### src/rtl/versatile_mem_ctrl_sdram_port.sv
`default_nettype none
// ============================================================================
// Module   : versatile_mem_ctrl_sdram_port
// Purpose  : SDRAM-clock-side drain/fill engine. Round-robin picks a non-empty
//            egress queue, pops a command header (plus write data words),
//            runs the single/burst transaction on a req/ack memory core and
//            pushes read data into the matching ingress queue.
// Revision : 1.0  initial release
// ============================================================================
module versatile_mem_ctrl_sdram_port #(
    parameter int nr_of_wb_ports = 3,
    parameter int linear_len     = 8
) (
    input  logic                        sdram_clk,
    input  logic                        sdram_rst,
    input  logic [35:0]                 egress_dat_i,
    input  logic [0:nr_of_wb_ports-1]   egress_empty_i,
    output logic [0:nr_of_wb_ports-1]   egress_rd_o,
    output logic [31:0]                 ingress_dat_o,
    output logic [0:nr_of_wb_ports-1]   ingress_wr_o,
    output logic                        mem_req_o,
    output logic                        mem_we_o,
    output logic [29:0]                 mem_adr_o,
    output logic [31:0]                 mem_dat_o,
    output logic [3:0]                  mem_sel_o,
    output logic                        mem_last_o,
    input  logic                        mem_ack_i,
    input  logic [31:0]                 mem_dat_i,
    output logic                        busy_o
);

    localparam int PTR_W = (nr_of_wb_ports > 1) ? $clog2(nr_of_wb_ports) : 1;

    // HPOP and WPOPD are the cycles in which the pop strobe is visible; the
    // popped word is then valid on egress_dat_i in the following state.
    typedef enum logic [3:0] {
        S_IDLE  = 4'd0,
        S_HPOP  = 4'd1,
        S_HDR   = 4'd2,
        S_WPOP  = 4'd3,
        S_WPOPD = 4'd4,
        S_WDAT  = 4'd5,
        S_WACK  = 4'd6,
        S_RREQ  = 4'd7,
        S_DONE  = 4'd8
    } state_t;

    state_t                     state_q;
    logic [PTR_W-1:0]           ptr_q;
    logic [PTR_W-1:0]           grant_q;
    logic [4:0]                 count_q;
    logic                       wrap_q;
    logic [3:0]                 mask_q;
    logic [0:nr_of_wb_ports-1]  egress_rd_q;
    logic [0:nr_of_wb_ports-1]  ingress_wr_q;
    logic [31:0]                ingress_dat_q;
    logic                       mem_req_q;
    logic                       mem_we_q;
    logic [29:0]                mem_adr_q;
    logic [31:0]                mem_dat_q;
    logic [3:0]                 mem_sel_q;
    logic                       mem_last_q;
    logic                       busy_q;

    logic                       found_d;
    logic [PTR_W-1:0]           grant_d;
    logic [PTR_W:0]             rr_sum;
    logic [4:0]                 hdr_len_d;
    logic                       hdr_wrap_d;
    logic [29:0]                adr_step_d;
    logic                       ack_seen;

    // One-hot strobe for a port index
    function automatic logic [0:nr_of_wb_ports-1] port_onehot(input logic [PTR_W-1:0] g);
        logic [0:nr_of_wb_ports-1] v;
        v    = '0;
        v[g] = 1'b1;
        return v;
    endfunction

    // Circular search for the first non-empty port at or after the pointer
    always_comb begin
        found_d = 1'b0;
        grant_d = '0;
        rr_sum  = '0;
        for (int i = 0; i < nr_of_wb_ports; i++) begin
            rr_sum = {1'b0, ptr_q} + (PTR_W+1)'(i);
            if (rr_sum >= (PTR_W+1)'(nr_of_wb_ports)) begin
                rr_sum = rr_sum - (PTR_W+1)'(nr_of_wb_ports);
            end
            if (!found_d && !egress_empty_i[rr_sum[PTR_W-1:0]]) begin
                found_d = 1'b1;
                grant_d = rr_sum[PTR_W-1:0];
            end
        end
    end

    // Burst length and wrap flag decoded from the header currently on egress_dat_i
    always_comb begin
        hdr_len_d  = 5'd1;
        hdr_wrap_d = 1'b0;
        if (egress_dat_i[2:0] == 3'b010) begin
            hdr_wrap_d = (egress_dat_i[4:3] != 2'b00);
            case (egress_dat_i[4:3])
                2'b01:   hdr_len_d = 5'd4;
                2'b10:   hdr_len_d = 5'd8;
                2'b11:   hdr_len_d = 5'd16;
                default: hdr_len_d = 5'(linear_len);
            endcase
        end
    end

    // Next word address: wrap bursts only move the low bits selected by mask_q
    always_comb begin
        adr_step_d = mem_adr_q + 30'd1;
        if (wrap_q) begin
            adr_step_d = (mem_adr_q & ~{26'd0, mask_q}) | (adr_step_d & {26'd0, mask_q});
        end
    end

    assign ack_seen = mem_ack_i && mem_req_q;

    // Transaction sequencer; all outputs are registered here
    always_ff @(posedge sdram_clk or posedge sdram_rst) begin
        if (sdram_rst) begin
            state_q       <= S_IDLE;
            ptr_q         <= '0;
            grant_q       <= '0;
            count_q       <= '0;
            wrap_q        <= 1'b0;
            mask_q        <= '0;
            egress_rd_q   <= '0;
            ingress_wr_q  <= '0;
            ingress_dat_q <= '0;
            mem_req_q     <= 1'b0;
            mem_we_q      <= 1'b0;
            mem_adr_q     <= '0;
            mem_dat_q     <= '0;
            mem_sel_q     <= '0;
            mem_last_q    <= 1'b0;
            busy_q        <= 1'b0;
        end else begin
            egress_rd_q  <= '0;
            ingress_wr_q <= '0;
            case (state_q)
                S_IDLE: begin
                    if (found_d) begin
                        grant_q     <= grant_d;
                        egress_rd_q <= port_onehot(grant_d);
                        busy_q      <= 1'b1;
                        state_q     <= S_HPOP;
                    end
                end
                S_HPOP: begin
                    state_q <= S_HDR;
                end
                S_HDR: begin
                    mem_adr_q <= egress_dat_i[35:6];
                    count_q   <= hdr_len_d;
                    wrap_q    <= hdr_wrap_d;
                    mask_q    <= 4'(hdr_len_d - 5'd1);
                    if (egress_dat_i[5]) begin
                        state_q <= S_WPOP;
                    end else begin
                        mem_req_q  <= 1'b1;
                        mem_we_q   <= 1'b0;
                        mem_sel_q  <= 4'hF;
                        mem_last_q <= (hdr_len_d == 5'd1);
                        state_q    <= S_RREQ;
                    end
                end
                S_WPOP: begin
                    if (!egress_empty_i[grant_q]) begin
                        egress_rd_q <= port_onehot(grant_q);
                        state_q     <= S_WPOPD;
                    end
                end
                S_WPOPD: begin
                    state_q <= S_WDAT;
                end
                S_WDAT: begin
                    mem_dat_q  <= egress_dat_i[35:4];
                    mem_sel_q  <= egress_dat_i[3:0];
                    mem_req_q  <= 1'b1;
                    mem_we_q   <= 1'b1;
                    mem_last_q <= (count_q == 5'd1);
                    state_q    <= S_WACK;
                end
                S_WACK: begin
                    if (ack_seen) begin
                        mem_req_q  <= 1'b0;
                        mem_we_q   <= 1'b0;
                        mem_last_q <= 1'b0;
                        count_q    <= count_q - 5'd1;
                        mem_adr_q  <= adr_step_d;
                        if (count_q == 5'd1) begin
                            busy_q  <= 1'b0;
                            state_q <= S_DONE;
                        end else if (!egress_empty_i[grant_q]) begin
                            // Last pop was two cycles ago, so the flag is settled
                            egress_rd_q <= port_onehot(grant_q);
                            state_q     <= S_WPOPD;
                        end else begin
                            state_q <= S_WPOP;
                        end
                    end
                end
                S_RREQ: begin
                    if (ack_seen) begin
                        ingress_dat_q <= mem_dat_i;
                        ingress_wr_q  <= port_onehot(grant_q);
                        count_q       <= count_q - 5'd1;
                        mem_adr_q     <= adr_step_d;
                        mem_last_q    <= (count_q == 5'd2);
                        if (count_q == 5'd1) begin
                            mem_req_q  <= 1'b0;
                            mem_last_q <= 1'b0;
                            busy_q     <= 1'b0;
                            state_q    <= S_DONE;
                        end
                    end
                end
                S_DONE: begin
                    if (grant_q == PTR_W'(nr_of_wb_ports - 1)) begin
                        ptr_q <= '0;
                    end else begin
                        ptr_q <= grant_q + 1'b1;
                    end
                    state_q <= S_IDLE;
                end
                default: begin
                    state_q <= S_IDLE;
                end
            endcase
        end
    end

    assign egress_rd_o   = egress_rd_q;
    assign ingress_wr_o  = ingress_wr_q;
    assign ingress_dat_o = ingress_dat_q;
    assign mem_req_o     = mem_req_q;
    assign mem_we_o      = mem_we_q;
    assign mem_adr_o     = mem_adr_q;
    assign mem_dat_o     = mem_dat_q;
    assign mem_sel_o     = mem_sel_q;
    assign mem_last_o    = mem_last_q;
    assign busy_o        = busy_q;

endmodule
`default_nettype wire

### config.mk
export PLATFORM = sky130hd
export DESIGN_NAME = versatile_mem_ctrl_sdram_port
export DESIGN_NICKNAME = d
export VERILOG_FILES = /design/src/rtl/versatile_mem_ctrl_sdram_port.sv
export SDC_FILE = /design/constraint.sdc
export NUM_CORES = 1
export LEC_CHECK = 0
export BUFFER_PORTS_ARGS = -buffer_cell sky130_fd_sc_hd__buf_2
export CAP_MARGIN = 20
export CORE_AREA = 2 2 191 99
export DETAILED_ROUTE_END_ITERATION = 8
export DIE_AREA = 0 0 193 101
export SLEW_MARGIN = 20
export SYNTH_ARGS = -nofsm -noshare
export SYNTH_HDL_FRONTEND = slang
export SYNTH_SLANG_ARGS = --single-unit
### constraint.sdc
create_clock -name sdram_clk -period 5.13 [get_ports sdram_clk]
set_clock_uncertainty 0.15 [all_clocks]
set_input_delay 1.026 -clock sdram_clk [delete_from_list [all_inputs] [get_ports sdram_clk]]
set_output_delay 1.026 -clock sdram_clk [all_outputs]
set_load 0.05 [all_outputs]
# Word level (Yosys, flattened, before mapping)
# Cells that the tools add are included.
# classes
addsub	9
magnitude_cmp	10
n_eq_ne	23
mux	65
bitwise_logic	9
n_reduce_logical	25
# op_table
op	count
30-bit 2-to-1 mux	2
30-bit case mux with 2 select lines	1
4-bit case mux with 8 select lines	1
30-bit by 1-bit adder with 30-bit output, second input constant	1
30-bit bitwise AND	1
30-bit by 4-bit bitwise AND with 30-bit output	1
4-bit NOT with 30-bit output	1
30-bit bitwise OR	1
4-bit 2-to-1 mux	7
3-bit 2-to-1 mux	8
1-bit 2-to-1 mux	23
5-bit case mux with 2 select lines	2
4-bit by 3-bit == test with 1-bit output, second input constant	4
3-bit greater-or-equal comparator, second input constant	5
2-bit NOT with 3-bit output	5
2-bit 2-to-1 mux	7
2-bit != test, second input constant	6
5-bit by 1-bit == test with 1-bit output, second input constant	2
5-bit 2-to-1 mux	2
5-bit AND reduction	2
3-bit case mux with 3 select lines	1
1-bit binary-select mux with 2-bit select	4
4-bit by 2-bit == test with 1-bit output, second input constant	2
1-bit case mux with 4 select lines	2
other kinds (30)	50
# totals
regBits	126
in_bits	74
wordCells	157

# Depth between registers and ports, before layout
# depth
ltp_word	20
mapped_depth	8
mapped_depth_nobuf	7

# Worst setup path before layout
# Ideal clock, no wire load.
# synth_timing
kind	input to register
from	in egress_empty_i[1] in the netlist's numbering
to	reg grant_q[1]
setup_time_ns	0.125
arrival_time_ns	2.328
required_ns	4.855
path_slack_ns	2.527
cell_stages	5
path_buffers	1
path_cell_list	clkbuf_2 > inv_1 > a2111oi_0 > a2bb2oi_1 > mux2_2
# synth_between
elab_chain_cells	10
word_cells_on_any_way	21
classes_between	15 x mux; 6 x reduce/logical
# synth_rtl
element	line	rtl
from (decl)	17	input logic [0:nr_of_wb_ports-1] egress_empty_i,
1-bit binary-select mux with 2-bit select	91	if (!found_d && !egress_empty_i[rr_sum[PTR_W-1:0]]) begin
1-bit 2-to-1 mux (implied by the code) (2 in series)	91	
1-bit zero test	91	
1-bit logical AND	91	
1-bit 2-to-1 mux	91	
1-bit zero test	91	
1-bit logical AND	91	
1-bit 2-to-1 mux	91	
2-bit AND reduction (no line)	--	
to (signal assigned)	148	grant_q <= grant_d;
to (decl)	50	logic [PTR_W-1:0] grant_q;
# Parallel ways exist; a longest one is shown, timed or not. The select of a mux whose other input is x is not followed.
# A chain may end at the register's enable or synchronous reset.

# Worst setup path after layout
# layout_timing
from	reg state_q[2]
to	reg mem_adr_q[13] (netlist: mem_adr_o[13])
# layout_between
elab_chain_cells	4
word_cells_on_any_way	8
classes_between	4 x eq/ne; 1 x mux; 3 x reduce/logical
# layout_rtl
element	line	rtl
from (decl)	48	state_t state_q;
from (signal assigned)	126	state_q <= S_IDLE;
from (signal assigned)	151	state_q <= S_HPOP;
from (signal assigned)	155	state_q <= S_HDR;
4-bit by 3-bit == test with 1-bit output	145	case (state_q)
2-bit OR reduction (no line)	--	
2-bit by 1-bit != test with 1-bit output (no line) or 2-bit nonzero test (tied branches)	--	
2-bit AND reduction (no line)	--	
to (signal assigned)	158	mem_adr_q <= egress_dat_i[35:6];
to (signal assigned)	195	mem_adr_q <= adr_step_d;
to (signal assigned)	213	mem_adr_q <= adr_step_d;
to (decl)	59	logic [29:0] mem_adr_q;
# Parallel ways exist; a longest one is shown, timed or not.

==> flow_metrics.tcl <==
set metrics [dict create \
    dr.pass1.iters 5 \
    syn-num-nets 718 \
    synth_edf_count 0 \
    grt_max_degree 65 \
    ant_nets 0 \
    ys_seq_area_share_pct 51.0 \
    critPathKind "register to register" \
    setup_ws_ns 2.41 \
    fin_crit_ns 2.72 \
    worst-path-stages 5 \
    yosys_warnings 0 \
    drive_gt1_share_pct 33.0 \
    grt_overflow 0 \
    cts.sinks 125 \
    dpl_cell_area_um2 7280 \
    dieHeight_um 101 \
    wirelength_um 18900 \
    post-synth-top-area-cell "dfrtp_1" \
    wl_per_cell_um 17.8 \
    final-setup-viol-count 0 \
    grt_pass1_wl_um 29700 \
    cp-end-kind "register" \
    post-cts-setup-buffer-count 0 \
    worst_path_largest_cell_delay_ns 0.69 \
    netlist.area_leader.share_pct 51.0 \
    nFillCells 1788 \
    clock_latency_ns 0.41 \
    path_delay_family "simple AND/OR/NAND/NOR gates" \
    grt_pass1_vias 5345 \
    ys.flop_type "dfrtp_1" \
    gp_congestion 0.901 \
    syn_inst 636 \
    port_buffers 181 \
    status "complete, no violations" \
    rr_endpoint "mem_adr_o[13]$_DFFE_PP0P_" \
    cp-startpoint "state_q[2]$_DFFE_PP0P_" \
    cts_tree "built" \
    maxCapViolCount 0 \
    worst_pin_slew_ns 1.04 \
    relSlewSlack_pct 29.8 \
    critPathMaxFanout 19 \
    hold_path_class "register to register" \
    coreArea_um2 18000 \
    finalHoldViolCount 0 \
    syn_area_um2 6140 \
    critical_path.endpoint "mem_adr_o[13]$_DFFE_PP0P_" \
    path_clk_slew_ns 0.06 \
    critPathSlowestCell "dfrtp_1" \
    root_buffer "clkbuf_16" \
    die_w_um 193 \
    syn_area_per_cell_um2 9.65 \
    io_pins 182 \
    worst-r2r-cell-count 5 \
    nets 894 \
    tns_ns 0 \
    cp_cell_sequence "and3b_1 -> nand2_1 -> nor4b_1 -> a21oi_1 -> o21ai_0" \
    yosysUniqueCellTypes 63 \
    start_util_pct 34.2 \
    numCtsBuffers 17 \
    cts_buffer_depth 2 \
    post_cts_resize_count 0 \
    cp.required_ns 5.32 \
    fin_crit_sh_pct 53.0 \
    r2r-start "state_q[2]$_DFFE_PP0P_" \
    start_kind "register" \
    async_flop_share_pct 100 \
    antenna_found_initial 1 \
    stdcell_area_um2 7910 \
    syn_to_final_growth_pct 29.0 \
    synth_area_leaders "dfrtp_1 (51%), nand2_1 (8.7%), mux2_2 (6.8%), o21ai_0 (3.0%), a21oi_1 (2.3%)" \
    final_cell_count_no_fill 1065 \
    htreeDepth 4 \
    drt_iter0_markers 388 \
    drv_slew 0 \
    vias 5610 \
    fp-row-count 35 \
    fmax_ghz 0.368 \
    cp_num_buf_inv 0 \
    drcViolationCount 0 \
    cts-hold-fix-buffers 0 \
    synth_seq_cells 125 \
    gr-usage-all-layers_pct 20.0 \
    rsz0062_at_grt "false" \
    placedCellCount 1033 \
    hp-start "mem_dat_o[13]$_DFFE_PP0P_" \
    arrival_ns 2.90 \
    setup.reg_to_reg.worst_slack_ns 2.41 \
    place_ws_ns 2.31 \
    dieArea_um2 19500 \
    viasPerCell 5.27 \
    dp_hpwl_um 13800 \
]
==> stage by stage <==
stage | utilization [%] | hold slack (ns)
after floorplan | - | 0.300
after detailed placement | 40.6 | 0.308
after CTS | 44.0 | 0.322
final | 44.1 | 0.315
after global placement | 40.6 | 0.301
after global routing | 44.1 | 0.340
==> state kept, by name (all words and copies together) (netlist names), 2 cells and up, named ones only <==
name,flops
grant_q,2
mem_sel_o,4
mem_adr_o,27
ingress_dat_o,32
mem_dat_o,32
egress_rd_o,3
mask_q,3
count_q,5
state_q,4
ptr_q,2
ingress_wr_o,3
==> synthesized netlist by cell type (5+ instances only) <==
| cell type | count |
|---|---|
| nor3_1 | 15 |
| o21ai_0 | 37 |
| nand2b_1 | 5 |
| o22a_1 | 5 |
| mux2i_1 | 9 |
| ha_1 | 8 |
| dfrtp_1 | 125 |
| a22oi_1 | 11 |
| nand2_1 | 142 |
| or3_1 | 8 |
| nand3_1 | 21 |
| inv_1 | 17 |
| nor2_1 | 30 |
| mux2_2 | 37 |
| buf_2 | 10 |
| a21oi_1 | 28 |
| nand4_1 | 14 |
| clkbuf_1 | 22 |
| and2_1 | 5 |
| o22ai_1 | 9 |
==> cell usage in the layout, fill, tap and decap left out, types with 5 or more instances in the layout <==
master and count:
buf_4 9, clkbuf_16 17, or3_1 8, and2_1 5, nand2_1 142, nor2_1 29, inv_1 16, o22ai_1 9
o21ai_0 37, mux2i_1 9, mux2_2 37, nor3_1 14, nand4_1 14, dfrtp_1 125, nand3_1 21, nand2b_1 5
ha_1 8, a22oi_1 11, a21oi_1 28, buf_2 181, o22a_1 5
==> layer usage <==
| metal | vias up | track usage, % | wire [um] | part of all wire (%) |
|---|---|---|---|---|
| li1 | 2622 | - | - | - |
| met5 | - | 0 | 0 | 0 |
| met1 | 2720 | 30.9 | 9580 | 51 |
| met2 | 252 | 26.2 | 7350 | 39 |
| met4 | 0 | 4.02 | 133 | 0.70 |
| met3 | 16 | 7.00 | 1880 | 9.9 |
==> worst min path at each step <==
| stage | end | depth (start not counted) |
|---|---|---|
| finish | mem_dat_o[13]$_DFFE_PP0P_ | 2 |
| global route | mem_dat_o[26]$_DFFE_PP0P_ | 2 |
| CTS | mem_dat_o[3]$_DFFE_PP0P_ | 2 |
| detailed placement | mem_dat_o[13]$_DFFE_PP0P_ | 2 |
| global placement | mem_dat_o[2]$_DFFE_PP0P_ | 2 |
| floorplan | mask_q[3]$_DFFE_PP0P_ | 2 |
==> worst register-to-register path: cells and delay by family, from the launching register on <==
kind | cells | cell delay (ns)
DFF | 1 | 0.69
and+or+nand+nor | 3 | 1.60
AOI/OAI and AO/OA | 2 | 0.21
==> kinds of logic (layout without fill, tap and decap cells) <==
kind of cell    after synthesis  after routing  share of synthesized area [%]
compound gates              134            134                           14.5
simple gates                273            273                           21.4
fa+ha+maj                     8              8                           1.63
other cells                   0              1                              0
flops                       125            125                           51.0
mux                          46             46                           8.26
buf+inv                      50            238                           3.28
==> area by class of cell <==
| cell class | count | area [um^2] | area share (%) |
|---|---|---|---|
| inverter | 17 | 66.3 | 0.838 |
| tap | 240 | 300 | 3.79 |
| sequential | 125 | 3130 | 39.5 |
| antenna | 1 | 2.50 | 0.0316 |
| multi-input combinational | 461 | 2820 | 35.6 |
| clock inverter | 11 | 166 | 2.10 |
| timing repair buffer | 190 | 973 | 12.3 |
| clock buffer | 20 | 457 | 5.77 |
Power is not shown: default switching activity piles up to over one toggle a cycle in this logic, so the estimate is an artifact.
